## src/rtl/seven_seg_serial_sender_pkg.sv

```systemverilog
// Shared constants and types for the serial 7-segment link: segment glyphs,
// frame geometry and the sender state encoding.
package seven_seg_pkg;

    localparam int FRAME_BITS  = 10;
    localparam int DIGIT_COUNT = 4;
    localparam int BUFFER_BITS = FRAME_BITS * DIGIT_COUNT;

    localparam logic [7:0] SEG_0     = 8'h3F;
    localparam logic [7:0] SEG_1     = 8'h21;
    localparam logic [7:0] SEG_2     = 8'h5B;
    localparam logic [7:0] SEG_3     = 8'h73;
    localparam logic [7:0] SEG_4     = 8'h65;
    localparam logic [7:0] SEG_5     = 8'h76;
    localparam logic [7:0] SEG_6     = 8'h7E;
    localparam logic [7:0] SEG_7     = 8'h23;
    localparam logic [7:0] SEG_8     = 8'h7F;
    localparam logic [7:0] SEG_9     = 8'h77;
    localparam logic [7:0] SEG_MINUS = 8'h40;
    localparam logic [7:0] SEG_BLANK = 8'h00;
    localparam logic [7:0] SEG_DP    = 8'h80;

    typedef enum logic [2:0] {
        IDLE,
        LOAD,
        BIT_LOW,
        BIT_HIGH,
        GAP
    } senderState_t;

    // A frame is the digit address followed by its segment byte, sent MSB first.
    function automatic logic [FRAME_BITS-1:0] buildFrame(input logic [1:0] address,
                                                         input logic [7:0] segments);
        return {address, segments};
    endfunction

endpackage

```

## src/rtl/seven_seg_serial_sender_if.sv

```systemverilog
// Request/handshake and two-wire link signals of the serial 7-segment sender.
interface seven_seg_serial_sender_if;
    import seven_seg_pkg::*;

    logic                       startRequest;
    logic                       ready;
    logic [4*DIGIT_COUNT-1:0]   digitValues;
    logic [DIGIT_COUNT-1:0]     dotEnables;
    logic                       doneStrobe;
    logic                       serialClockOut;
    logic                       serialDataOut;

    modport master (
        output startRequest, digitValues, dotEnables,
        input  ready, doneStrobe, serialClockOut, serialDataOut
    );

    modport slave (
        input  startRequest, digitValues, dotEnables,
        output ready, doneStrobe, serialClockOut, serialDataOut
    );

endinterface

```

## src/rtl/hex_to_segment.sv

```systemverilog
// Combinational digit-value to segment-byte encoder; 10 shows a minus sign,
// 11..15 are blank, and the dot flag adds the decimal point.
module hex_to_segment
    import seven_seg_pkg::*;
(
    input  logic [3:0] value,
    input  logic       dot,
    output logic [7:0] segments
);

    logic [7:0] glyph;

    always_comb begin
        glyph = SEG_BLANK;
        case (value)
            4'd0:    glyph = SEG_0;
            4'd1:    glyph = SEG_1;
            4'd2:    glyph = SEG_2;
            4'd3:    glyph = SEG_3;
            4'd4:    glyph = SEG_4;
            4'd5:    glyph = SEG_5;
            4'd6:    glyph = SEG_6;
            4'd7:    glyph = SEG_7;
            4'd8:    glyph = SEG_8;
            4'd9:    glyph = SEG_9;
            4'd10:   glyph = SEG_MINUS;
            default: glyph = SEG_BLANK;
        endcase
        segments = dot ? (glyph | SEG_DP) : glyph;
    end

endmodule

```

## src/rtl/seven_seg_serial_sender.sv

```systemverilog
// Sends four 10-bit address+segment frames over a clock/data link per request,
// with full-period bit cells and an idle gap between frames.
module seven_seg_serial_sender
    import seven_seg_pkg::*;
#(
    parameter int CLOCK_DIV  = 12,
    parameter int GAP_CYCLES = 24
) (
    input  logic                       clock,
    input  logic                       resetN,
    seven_seg_serial_sender_if.slave   bus
);

    localparam int COUNT_MAX = (GAP_CYCLES > CLOCK_DIV) ? GAP_CYCLES : CLOCK_DIV;
    localparam int COUNT_W   = $clog2(COUNT_MAX + 1);

    localparam logic [COUNT_W-1:0] HALF_LAST  = COUNT_W'(CLOCK_DIV - 1);
    localparam logic [COUNT_W-1:0] GAP_LAST   = COUNT_W'(GAP_CYCLES - 1);
    localparam logic [3:0]         LAST_BIT   = 4'(FRAME_BITS - 1);
    localparam logic [1:0]         LAST_FRAME = 2'(DIGIT_COUNT - 1);

    senderState_t               state, stateNext;
    logic [COUNT_W-1:0]         cycleCount, cycleCountNext;
    logic [3:0]                 bitIndex, bitIndexNext;
    logic [1:0]                 frameIndex, frameIndexNext;
    logic [BUFFER_BITS-1:0]     shiftBuffer, shiftBufferNext;
    logic [4*DIGIT_COUNT-1:0]   digitLatch, digitLatchNext;
    logic [DIGIT_COUNT-1:0]     dotLatch, dotLatchNext;
    logic                       readyNext, doneNext, serialClockNext, serialDataNext;
    logic [BUFFER_BITS-1:0]     loadImage;

    // Frame 0 sits in the top bits so the buffer always shifts out of its MSB.
    for (genvar k = 0; k < DIGIT_COUNT; k++) begin : g_digit
        logic [7:0] segments;

        hex_to_segment u_hex (
            .value    (digitLatch[4*k +: 4]),
            .dot      (dotLatch[k]),
            .segments (segments)
        );

        assign loadImage[BUFFER_BITS-1-FRAME_BITS*k -: FRAME_BITS] = buildFrame(2'(k), segments);
    end

    always_ff @(posedge clock or negedge resetN) begin
        if (!resetN) begin
            state              <= IDLE;
            cycleCount         <= '0;
            bitIndex           <= '0;
            frameIndex         <= '0;
            shiftBuffer        <= '0;
            digitLatch         <= '0;
            dotLatch           <= '0;
            bus.ready          <= 1'b1;
            bus.doneStrobe     <= 1'b0;
            bus.serialClockOut <= 1'b0;
            bus.serialDataOut  <= 1'b0;
        end else begin
            state              <= stateNext;
            cycleCount         <= cycleCountNext;
            bitIndex           <= bitIndexNext;
            frameIndex         <= frameIndexNext;
            shiftBuffer        <= shiftBufferNext;
            digitLatch         <= digitLatchNext;
            dotLatch           <= dotLatchNext;
            bus.ready          <= readyNext;
            bus.doneStrobe     <= doneNext;
            bus.serialClockOut <= serialClockNext;
            bus.serialDataOut  <= serialDataNext;
        end
    end

    always_comb begin
        stateNext       = state;
        cycleCountNext  = cycleCount;
        bitIndexNext    = bitIndex;
        frameIndexNext  = frameIndex;
        shiftBufferNext = shiftBuffer;
        digitLatchNext  = digitLatch;
        dotLatchNext    = dotLatch;
        doneNext        = 1'b0;

        case (state)
            IDLE: begin
                if (bus.startRequest && bus.ready) begin
                    digitLatchNext = bus.digitValues;
                    dotLatchNext   = bus.dotEnables;
                    stateNext      = LOAD;
                end
            end

            LOAD: begin
                shiftBufferNext = loadImage;
                frameIndexNext  = '0;
                bitIndexNext    = LAST_BIT;
                cycleCountNext  = '0;
                stateNext       = BIT_LOW;
            end

            BIT_LOW: begin
                if (cycleCount == HALF_LAST) begin
                    cycleCountNext = '0;
                    stateNext      = BIT_HIGH;
                end else begin
                    cycleCountNext = cycleCount + 1'b1;
                end
            end

            BIT_HIGH: begin
                if (cycleCount == HALF_LAST) begin
                    cycleCountNext  = '0;
                    shiftBufferNext = {shiftBuffer[BUFFER_BITS-2:0], 1'b0};
                    if (bitIndex == 4'd0) begin
                        stateNext = GAP;
                    end else begin
                        bitIndexNext = bitIndex - 1'b1;
                        stateNext    = BIT_LOW;
                    end
                end else begin
                    cycleCountNext = cycleCount + 1'b1;
                end
            end

            GAP: begin
                if (cycleCount == GAP_LAST) begin
                    cycleCountNext = '0;
                    if (frameIndex == LAST_FRAME) begin
                        doneNext  = 1'b1;
                        stateNext = IDLE;
                    end else begin
                        frameIndexNext = frameIndex + 1'b1;
                        bitIndexNext   = LAST_BIT;
                        stateNext      = BIT_LOW;
                    end
                end else begin
                    cycleCountNext = cycleCount + 1'b1;
                end
            end

            default: stateNext = IDLE;
        endcase

        // Outputs are decoded from the next state so the registered pins line up with it.
        readyNext       = (stateNext == IDLE);
        serialClockNext = (stateNext == BIT_HIGH);
        serialDataNext  = ((stateNext == BIT_LOW) || (stateNext == BIT_HIGH))
                          && shiftBufferNext[BUFFER_BITS-1];
    end

endmodule

```

## src/flat_wrapper.sv

```systemverilog
// flat-port wrapper written by rule: the top's interface ports become plain ports
module seven_seg_serial_sender_flat import seven_seg_pkg::*;
#(
    parameter int CLOCK_DIV  = 12,
    parameter int GAP_CYCLES = 24
)
  (clock, resetN, bus_startRequest, bus_digitValues, bus_dotEnables, bus_ready, bus_doneStrobe, bus_serialClockOut, bus_serialDataOut);
  seven_seg_serial_sender_if bus_i ();
  input  logic clock;
  input  logic resetN;
  input wire logic [$bits(bus_i.startRequest)-1:0] bus_startRequest;
  input wire logic [$bits(bus_i.digitValues)-1:0] bus_digitValues;
  input wire logic [$bits(bus_i.dotEnables)-1:0] bus_dotEnables;
  output wire logic [$bits(bus_i.ready)-1:0] bus_ready;
  output wire logic [$bits(bus_i.doneStrobe)-1:0] bus_doneStrobe;
  output wire logic [$bits(bus_i.serialClockOut)-1:0] bus_serialClockOut;
  output wire logic [$bits(bus_i.serialDataOut)-1:0] bus_serialDataOut;
  assign bus_i.startRequest = bus_startRequest;
  assign bus_i.digitValues = bus_digitValues;
  assign bus_i.dotEnables = bus_dotEnables;
  assign bus_ready = bus_i.ready;
  assign bus_doneStrobe = bus_i.doneStrobe;
  assign bus_serialClockOut = bus_i.serialClockOut;
  assign bus_serialDataOut = bus_i.serialDataOut;
  seven_seg_serial_sender #(.CLOCK_DIV(CLOCK_DIV), .GAP_CYCLES(GAP_CYCLES)) u_core (.clock(clock), .resetN(resetN), .bus(bus_i));
endmodule
```

## config.mk

```make
export PLATFORM = sky130hd
export DESIGN_NAME = seven_seg_serial_sender_flat
export DESIGN_NICKNAME = d
export VERILOG_FILES = /design/src/rtl/seven_seg_serial_sender_pkg.sv /design/src/rtl/seven_seg_serial_sender_if.sv /design/src/rtl/hex_to_segment.sv /design/src/rtl/seven_seg_serial_sender.sv /design/src/flat_wrapper.sv
export SDC_FILE = /design/constraint.sdc
export NUM_CORES = 1
export LEC_CHECK = 0
export ABC_CLOCK_PERIOD_IN_PS = 5690
export BUFFER_PORTS_ARGS = -buffer_cell sky130_fd_sc_hd__buf_2
export CAP_MARGIN = 20
export CORE_UTILIZATION = 52
export DETAILED_ROUTE_END_ITERATION = 8
export GPL_TIMING_DRIVEN = 0
export PLACE_DENSITY_LB_ADDON = 0.05
export SLEW_MARGIN = 10
export SYNTH_ARGS = -nofsm -noshare
export SYNTH_HDL_FRONTEND = slang
export SYNTH_SLANG_ARGS = --single-unit
```

## constraint.sdc

```tcl
create_clock -name clock -period 5.69 [get_ports clock]
set_input_delay 0.569 -clock clock [delete_from_list [all_inputs] [get_ports clock]]
set_output_delay 0.569 -clock clock [all_outputs]
set_load 0.02 [all_outputs]
```

==> impl_metrics.yaml, run 1 <==
synth:
  synth_fa_ha_area_frac: 0.0665
  yosysUniqueCellTypes: 60
  ys_warn_count: 0
  synth_edf_count: 0
  seq_area_frac_synth: 0.472
  ys_top_cells_by_area: "dfrtp_1, ha_1, o22ai_1"
  syn_area_per_cell_sq_um: 9.72
  netlist_area_sq_um: 4140
  yosysTopAreaCellShare: 0.465
  ys_seq_elements: 78
  synth_nets: 471
  ys.flop_type: "dfrtp_1"
  yosysMostFrequentCell: "dfrtp_1"
  yosys-top-cells-count: "dfrtp_1, a21oi_1, o22ai_1"
  synthXorXnorAreaFrac: 0.00634
  synth_area_leader_cell: "dfrtp_1"
  syn_inst: 426
  async_reset_ff_frac: 1.00
  synth_top_family_by_area: "compound AO/OA/AOI/OAI gates"
  synthSimpleGateAreaFrac: 0.140
  synth_compound_area_frac: 0.233
  synthMuxAreaShare: 0.0299
place:
  dp_hpwl_um: 6390
  placedCellCount: 555
  postPlaceCellArea_sq_um: 4430
  io_buffers: 26
  dp_worst_setup_slack_ns: 3.60
  routabilityCongestion: 0.840
global_route:
  grt_util_met2: 0.367
  grt_overflow_total: 0
  busiest_layer: "met2"
  grt_pass1_vias: 3023
  use_met3: 0.0444
  grt_pass1_wl_um: 15500
  grt_use_total: 0.240
  grt_max_degree: 52
  use_met1: 0.352
  antenna_found_initial: 0
sta:
  max_freq_mhz: 498
  tightestPinTransition_ns: 0.583
  maxSlewViolCount: 0
  skew_ns: 0.00793
  tns_ns: 0
  setup_slack_ns: 3.68
  post-route-min-period_ns: 2.01
  relSlewSlack: 0.611
  post-route-period-util: 0.353
  setup_violations: 0
  hold_violations: 0
  rsz0062_at_grt: "false"
critical_path:
  critPathKind: "flop to flop"
  end_kind: "flop"
  cp.required_ns: 5.89
  cp.depth: 5
  reg2regPathDepth: 5
  cp.arrival_ns: 2.21
  critPathTopFamily: "simple AND/OR/NAND/NOR gates"
  crit_path_cell_trace: "buf_2 -> nor2_1 -> and4b_1 -> clkbuf_1 -> o21ai_0"
  max_stage_delay_ns: 0.45
  startpoint_type: "flop"
  crit_slowest_cell: "clkbuf_1"
  path_max_fanout: 10
  cp_num_buf_inv: 2
floorplanning:
  initial_utilization: 0.536
  ios: 27
  die_area_sq_um: 8330
  core_sq_um: 7730
  num_rows: 32
  die_w_um: 91.2
  dieHeight_um: 91.2
finish:
  nFillCells: 669
  layout-drive-gt1-share: 0.162
  final_cells: 571
  final_design_area_no_fill_sq_um: 4620
  fin_nets: 509
  multi_input_area_sq_um: 1970
  ff_latch_area_sq_um: 1950
  areaGrowthSynthToFinish_pct: 11.5
  antenna_cells: 0
power_and_ir_drop:
  p_per_area_nw_per_um2: 210
  p_leak_nw: 1.99
  peakVddDrop_mv: 0.121
clock_tree:
  cts_buffer_depth: 2
  clk_latency_ns: 0.35
  cts_made_buffers: 9
  tritoncts: "built"
  root_buffer: "clkbuf_8"
  htree_levels: 3
  cts_setup_buffers: 0
  clkSlewWorstSetupHoldPaths_ns: 0.08
  ctsHoldBuffers: 0
  cts.repair.resized: 0
  cts_sinks: 78
routing:
  avgViaCountPerCell: 5.77
  dr.pass1.iters: 4
  wl_per_cell_um: 16.4
  drt-initial-drc-count: 296
  postRouteAntennaNets: 0
  vias: 3293
  routed_wl_um: 9350
  route.detailed.drc: 0
job:
  drv_cap: 0
hold_path:
  holdCritPathClass: "input pin to async pin"
run_status:
  outcome: "finished, final reports clean"
## per-layer routing
metal / vias to the layer above / share of wire
li1: 1622 / -
met1: 1598 / 0.50
met2: 64 / 0.46
met3: 9 / 0.032
met4: 0 / 0.0077
met5: - / 0
## sequential cells by signal, summed over array words and instances, names as in the netlist
signal and cells:
u_core.frameIndex 2, u_core.state 3, u_core.bus.ready 1, u_core.cycleCount 5, u_core.bitIndex 4, u_core.bus.serialClockOut 1
u_core.bus.serialDataOut 1, u_core.digitLatch 16, u_core.shiftBuffer 40, u_core.dotLatch 4, u_core.bus.doneStrobe 1
## worst register-to-register path, stage by stage, from the launching register on
cell	delay (ns)
dfrtp_1	0.36
buf_2	0.17
nor2_1	0.40
and4b_1	0.32
clkbuf_1	0.45
o21ai_0	0.17
## logic make-up (layout without fill, tap and decap cells)
kind of cell	after synthesis	in the layout
flip-flops	78	78
XOR/XNOR	3	3
AND/OR/NAND/NOR	112	112
adder cells (fa/ha/maj)	22	22
multiplexers	11	11
buffers and inverters	52	95
AO/OA/AOI/OAI	148	148
## path summary, 6_finish.rpt
path	start	endpoint	slack, ns
worst max-delay path	u_core.state[0]	u_core.digitLatch[0]	3.68
worst max register to register	u_core.state[0]	u_core.digitLatch[0]	3.68
worst min register to register	u_core.shiftBuffer[37]	u_core.shiftBuffer[37]	0.49
max in group asynchronous	resetN	u_core.shiftBuffer[2]	4.97
worst min-delay path	resetN	u_core.bus.serialClockOut	0.14
min in group clock	bus_digitValues[9]	u_core.digitLatch[9]	0.42
## placed cells by master (no fill, tap or decap), types with 2 or more instances in the layout
| master | Yosys | final |
|---|---|---|
| dfrtp_1 | 77 | 77 |
| a21oi_1 | 38 | 38 |
| o22ai_1 | 36 | 36 |
| nor2_1 | 35 | 35 |
| buf_2 | 9 | 34 |
| o21ai_0 | 29 | 29 |
| inv_1 | 25 | 25 |
| nand2_1 | 22 | 22 |
| ha_1 | 22 | 22 |
| nand2b_1 | 16 | 16 |
| clkbuf_1 | 15 | 16 |
| clkbuf_8 | 0 | 12 |
| mux2_2 | 11 | 11 |
| nand3_1 | 9 | 9 |
| nor3_1 | 8 | 8 |
| a211oi_1 | 6 | 6 |
| o32ai_1 | 6 | 6 |
| a221oi_1 | 4 | 4 |
| o221a_2 | 4 | 4 |
| a32oi_1 | 3 | 3 |
| o31a_1 | 3 | 3 |
| nand4bb_1 | 2 | 2 |
| and2_1 | 2 | 2 |
| or3b_1 | 2 | 2 |
| nor2b_1 | 2 | 2 |
| or3_1 | 2 | 2 |
| o31ai_1 | 2 | 2 |
| xor2_1 | 2 | 2 |
| buf_4 | 1 | 2 |
| a32o_1 | 2 | 2 |
| clkinv_2 | 0 | 2 |
## final cells by class
cell class / count / share of cell area
Buffer: 27 / 0.0268
Clock inverter: 3 / 0.00380
Multi-Input combinational cell: 296 / 0.427
Tap cell: 102 / 0.0276
Inverter: 25 / 0.0203
Clock buffer: 13 / 0.0366
Timing Repair Buffer: 27 / 0.0347
Sequential cell: 78 / 0.423
## power by group
| part | leakage (nW) | switching [W] | internal (W) | total, W |
|---|---|---|---|---|
| combinational | 0.980 | 0.0000125 | 0.00000748 | 0.0000200 |
| sequential | 0.915 | 0 | 0.000554 | 0.000554 |
| clock | 0.0954 | 0.000202 | 0.000193 | 0.000395 |
| total | 1.99 | 0.000214 | 0.000754 | 0.000969 |
## metrics by stage
| stage | util | power, W | hold slack, ns |
|---|---|---|---|
| final | 0.597 | 0.000969 | 0.137 |
| after global routing | 0.597 | 0.000999 | 0.158 |
| after CTS | 0.597 | 0.000979 | 0.138 |
| after detailed placement | 0.573 | 0.000586 | 0.482 |
| after global placement | 0.569 | 0.000583 | 0.475 |
| after floorplan | - | 0.000565 | 0.273 |
Note: power is estimated with default switching activity, not from simulation.
==> inputs of run 2 (changes only) <==
--- a/config.mk
+++ b/config.mk
@@ -5,7 +5,7 @@
 export SDC_FILE = /design/constraint.sdc
 export NUM_CORES = 1
 export LEC_CHECK = 0
-export ABC_CLOCK_PERIOD_IN_PS = 5690
+export ABC_CLOCK_PERIOD_IN_PS = 1600
 export BUFFER_PORTS_ARGS = -buffer_cell sky130_fd_sc_hd__buf_2
 export CAP_MARGIN = 20
 export CORE_UTILIZATION = 52
==> constraint.sdc (replaced) <==
create_clock -name clock -period 1.6 [get_ports clock]
set_input_delay 0.16 -clock clock [delete_from_list [all_inputs] [get_ports clock]]
set_output_delay 0.16 -clock clock [all_outputs]
set_load 0.02 [all_outputs]
==> impl_metrics.yaml, run 2 (synthesized netlist as in run 1, its figures left out) <==
place:
  postPlaceCellArea_sq_um: 4440
  dp_hpwl_um: 6390
  routabilityCongestion: 0.836
  io_buffers: 26
global_route:
  grt_overflow_total: 0
  grt_pass1_vias: 3302
  grt_pass1_wl_um: 16600
  grt_use_total: 0.254
  antenna_found_initial: 0
  grt_max_degree: 45
critical_path:
  max_stage_delay_ns: 0.43
  cp.required_ns: 1.84
  crit_slowest_cell: "or4b_1"
  cp.arrival_ns: 2.01
  end_kind: "flop"
  path_max_fanout: 6
  startpoint_type: "flop"
  crit_path_cell_trace: "ha_2 -> and4bb_1 -> buf_6 -> o211a_4 -> nand3_2 -> or4b_1"
  critPathKind: "flop to flop"
sta:
  rsz0062_at_grt: "true"
  post-route-period-util: 1.11
  hold_ws_ns: -0.00406
  maxSlewViolCount: 0
  setup_slack_ns: -0.170
  max_freq_mhz: 565
  skew_ns: 0.0109
  setup_violations: 35
  hold_violations: 3
  tightestPinTransition_ns: 0.485
  tns_ns: -3.01
  post-route-min-period_ns: 1.77
  relSlewSlack: 0.676
finish:
  final_util: 0.697
  final_design_area_no_fill_sq_um: 5380
  reg.largest.list: "u_core.shiftBuffer: 40 flops, u_core.digitLatch: 16 flops, u_core.cycleCount: 5 flops"
  mostFrequentLayoutCell: "dfrtp_1"
  largest_register_ffs: 40
  regMostFlops: "u_core.shiftBuffer"
  fin_nets: 542
  layout-drive-gt1-share: 0.325
  most-common-layout-cells: "dfrtp_1, a21oi_1, o22ai_1"
  areaGrowthSynthToFinish_pct: 30.0
routing:
  route.detailed.drc: 2
  wl_per_cell_um: 18.4
  vias: 3601
  drt-initial-drc-count: 234
  dr.pass1.iters: 7
  postRouteAntennaNets: 0
  avgViaCountPerCell: 5.95
  routed_wl_um: 11100
floorplanning:
  initial_utilization: 0.536
  die_w_um: 91.2
  die_area_sq_um: 8330
  dieHeight_um: 91.2
  num_rows: 32
  core_sq_um: 7730
  ios: 27
clock_tree:
  root_buffer: "clkbuf_8"
  clkSlewWorstSetupHoldPaths_ns: 0.08
  cts_made_buffers: 9
  tritoncts: "built"
  htree_levels: 3
  clk_latency_ns: 0.36
  cts_buffer_depth: 2
  cts_sinks: 78
power_and_ir_drop:
  peakVddDrop_mv: 0.424
  p_leak_nw: 2.35
  p_per_area_nw_per_um2: 682
hold_path:
  holdCritPathClass: "input pin to flop"
run_status:
  violations: "DRC, hold timing, setup timing"
  outcome: "finished with violations"
job:
  drv_cap: 0
## run 2: worst paths after layout
kind,from,end,slack (ns),cells after the start
min,bus_digitValues[15],u_core.digitLatch[15],-0.004,3
min reg2reg,u_core.shiftBuffer[37],u_core.shiftBuffer[37],0.49,1
max in group asynchronous,resetN,u_core.state[1],0.70,3
min in group asynchronous,resetN,u_core.bus.serialClockOut,0.29,2
max,u_core.cycleCount[1],u_core.bitIndex[3],-0.17,6
max reg2reg,u_core.cycleCount[1],u_core.bitIndex[3],-0.17,6
## run 2: layout make-up
type,instances,area (sq um)
fillers,578,2340
flip-flops and latches,78,1960
clock inverters,2,37.5
repair buffers,61,509
multi-input cells,296,2250
inverters,25,97.6
plain buffers,26,219
clock buffers,14,183
diodes,1,2.50
well taps,102,128
## run 2: metal layers
metal | vias to the layer above | GRT usage | routed length, um
met4 | 0 | 0.0992 | 216
met5 | - | 0 | 0
met2 | 120 | 0.391 | 5400
met1 | 1762 | 0.360 | 4880
met3 | 16 | 0.0410 | 612
li1 | 1703 | - | -
## run 2: timing repair
item,in CTS,in global routing
setup endpoints to repair,70,58
gates cloned,0,4
endpoints found under the hold margin,33,0
hold buffers,1,0
pin swaps,9,18
resized for setup,43,79
buffers inserted,14,15
## run 2: worst max-delay path: cells and delay by family, from the launching register on
| kind | cells | cell delay, ns |
|---|---|---|
| and+or+nand+nor | 3 | 0.68 |
| DFF | 1 | 0.39 |
| AOI/OAI and AO/OA | 1 | 0.24 |
| adders and majority gates | 1 | 0.19 |
| buffers and inverters | 1 | 0.14 |
## run 2: per-stage QoR
| stage | cells | hold slack [ns] | setup WS (ns) | power, W |
|---|---|---|---|---|
| 3_3_place_gp | 554 | 0.361 | -0.286 | 0.00207 |
| 6_report | 605 | -0.00406 | -0.170 | 0.00367 |
| 4_1_cts | 585 | 0.00161 | -0.157 | 0.00368 |
| 5_1_grt | 604 | 0.00630 | -0.243 | 0.00377 |
| 3_5_place_dp | 555 | 0.151 | -0.319 | 0.00208 |
| 2_1_floorplan | 426 | -0.136 | -0.140 | 0.00201 |
## run 2: report_power, final
part           internal, W  leakage (nW)   total, W  switching [W]
Combinational    0.0000290          1.33  0.0000771      0.0000481
Sequential         0.00197         0.911    0.00197              0
Clock             0.000893         0.109    0.00163       0.000732
Total              0.00289          2.35    0.00367       0.000780
==> inputs of run 3 (changes only) <==
--- a/config.mk
+++ b/config.mk
@@ -5,7 +5,7 @@
 export SDC_FILE = /design/constraint.sdc
 export NUM_CORES = 1
 export LEC_CHECK = 0
-export ABC_CLOCK_PERIOD_IN_PS = 1600
+export ABC_CLOCK_PERIOD_IN_PS = 1700
 export BUFFER_PORTS_ARGS = -buffer_cell sky130_fd_sc_hd__buf_2
 export CAP_MARGIN = 20
 export CORE_UTILIZATION = 52
==> constraint.sdc (replaced) <==
create_clock -name clock -period 1.7 [get_ports clock]
set_input_delay 0.17 -clock clock [delete_from_list [all_inputs] [get_ports clock]]
set_output_delay 0.17 -clock clock [all_outputs]
set_load 0.02 [all_outputs]
==> impl_metrics.yaml, run 3 (synthesized netlist as in run 1, its figures left out) <==
routing:
  routed_wl_um: 9770
  avgViaCountPerCell: 5.75
  vias: 3368
  dr.pass1.iters: 4
  postRouteAntennaNets: 0
  route.detailed.drc: 0
  drt-initial-drc-count: 180
  wl_per_cell_um: 16.7
critical_path:
  critPathKind: "flop to flop"
  path_max_fanout: 6
  cp.arrival_ns: 2.01
  cp.required_ns: 1.92
  startpoint_type: "flop"
  end_kind: "flop"
finish:
  reg.largest.list: "u_core.shiftBuffer: 40 flops, u_core.digitLatch: 16 flops, u_core.cycleCount: 5 flops"
  nFillCells: 645
  antenna_cells: 0
  regMostFlops: "u_core.shiftBuffer"
  most-common-layout-cells: "dfrtp_1, a21oi_1, o22ai_1"
  largest_register_ffs: 40
  final_design_area_no_fill_sq_um: 4910
  layout-drive-gt1-share: 0.236
  mostFrequentLayoutCell: "dfrtp_1"
  fin_nets: 524
  areaGrowthSynthToFinish_pct: 18.5
clock_tree:
  root_buffer: "clkbuf_8"
  cts_made_buffers: 9
  cts_buffer_depth: 2
  htree_levels: 3
  tritoncts: "built"
  cts_sinks: 78
  clkSlewWorstSetupHoldPaths_ns: 0.08
  clk_latency_ns: 0.34
power_and_ir_drop:
  total_power_w: 0.00344
  p_leak_nw: 2.10
  peakVddDrop_mv: 0.666
  p_per_area_nw_per_um2: 700
place:
  dp_hpwl_um: 6420
  postPlaceCellArea_sq_um: 4420
  routabilityCongestion: 0.835
  dp_worst_setup_slack_ns: -0.339
  io_buffers: 26
floorplanning:
  initial_utilization: 0.536
  ios: 27
  die_w_um: 91.2
  num_rows: 32
  die_area_sq_um: 8330
  dieHeight_um: 91.2
  core_sq_um: 7730
global_route:
  grt_max_degree: 44
  grt_use_total: 0.248
  grt_pass1_vias: 3140
  grt_pass1_wl_um: 16100
  grt_overflow_total: 0
  antenna_found_initial: 0
sta:
  relSlewSlack: 0.641
  max_freq_mhz: 558
  hold_ws_ns: 0.0256
  skew_ns: 0.00828
  setup_violations: 2
  maxSlewViolCount: 0
  tns_ns: -0.124
  post-route-min-period_ns: 1.79
  hold_violations: 0
  tightestPinTransition_ns: 0.539
  post-route-period-util: 1.05
  rsz0062_at_grt: "true"
  setup_slack_ns: -0.0922
job:
  drv_cap: 0
run_status:
  outcome: "finished with violations"
  violations: "setup timing"
hold_path:
  holdCritPathClass: "input pin to flop"
[run 3: metrics by stage]
stage,utilization,std cells
floorplan,-,426
global placement,0.570,554
detailed placement,0.573,555
CTS,0.624,579
global route,0.635,586
finish,0.635,586
[run 3: path summary, 6_finish.rpt]
check | startpoint | slack (ns) | to | cells after the start
min in group asynchronous | resetN | 0.32 | u_core.state[0] | 2
max reg2reg | u_core.cycleCount[0] | -0.09 | u_core.bitIndex[3] | 6
min reg2reg | u_core.shiftBuffer[37] | 0.50 | u_core.shiftBuffer[37] | 1
max | u_core.cycleCount[0] | -0.09 | u_core.bitIndex[3] | 6
min | bus_digitValues[15] | 0.03 | u_core.digitLatch[15] | 3
max in group asynchronous | resetN | 0.78 | u_core.digitLatch[1] | 3
[run 3: metal layers]
layer,part of all wire,wire (um),track usage
met5,0,0,0
met4,0.011,105,0.0794
met3,0.033,323,0.0343
met2,0.46,4520,0.380
met1,0.49,4820,0.363
[run 3: area by class of cell]
type                    instances  area (sq um)  area share
well taps                     102           128      0.0260
clock buffers                  12           145      0.0296
flip-flops and latches         78          1950       0.398
clock inverters                 4          70.1      0.0143
multi-input cells             296          2070       0.422
inverters                      25          97.6      0.0199
plain buffers                  25           145      0.0296
repair buffers                 44           295      0.0602
[run 3: power by group]
group	internal (W)	total [W]	switching, W
clock	0.000864	0.00152	0.000652
sequential	0.00185	0.00185	0
combinational	0.0000246	0.0000662	0.0000416
[run 3: repair_timing]
item                                    CTS  global route
resized for setup                        30             9
endpoints found under the setup margin   63            57
hold buffers                              1             0
cloned                                    0             0
pin swaps                                 3             5
setup buffers                             9             7
hold endpoints to repair                 34             0
[run 3: worst max-delay path, stage by stage, from the launching register on]
cell and delay, ns:
dfrtp_1 0.42, ha_4 0.19, and4bb_1 0.20, buf_6 0.14, o211a_4 0.24, nand3_2 0.06, or4b_1 0.43
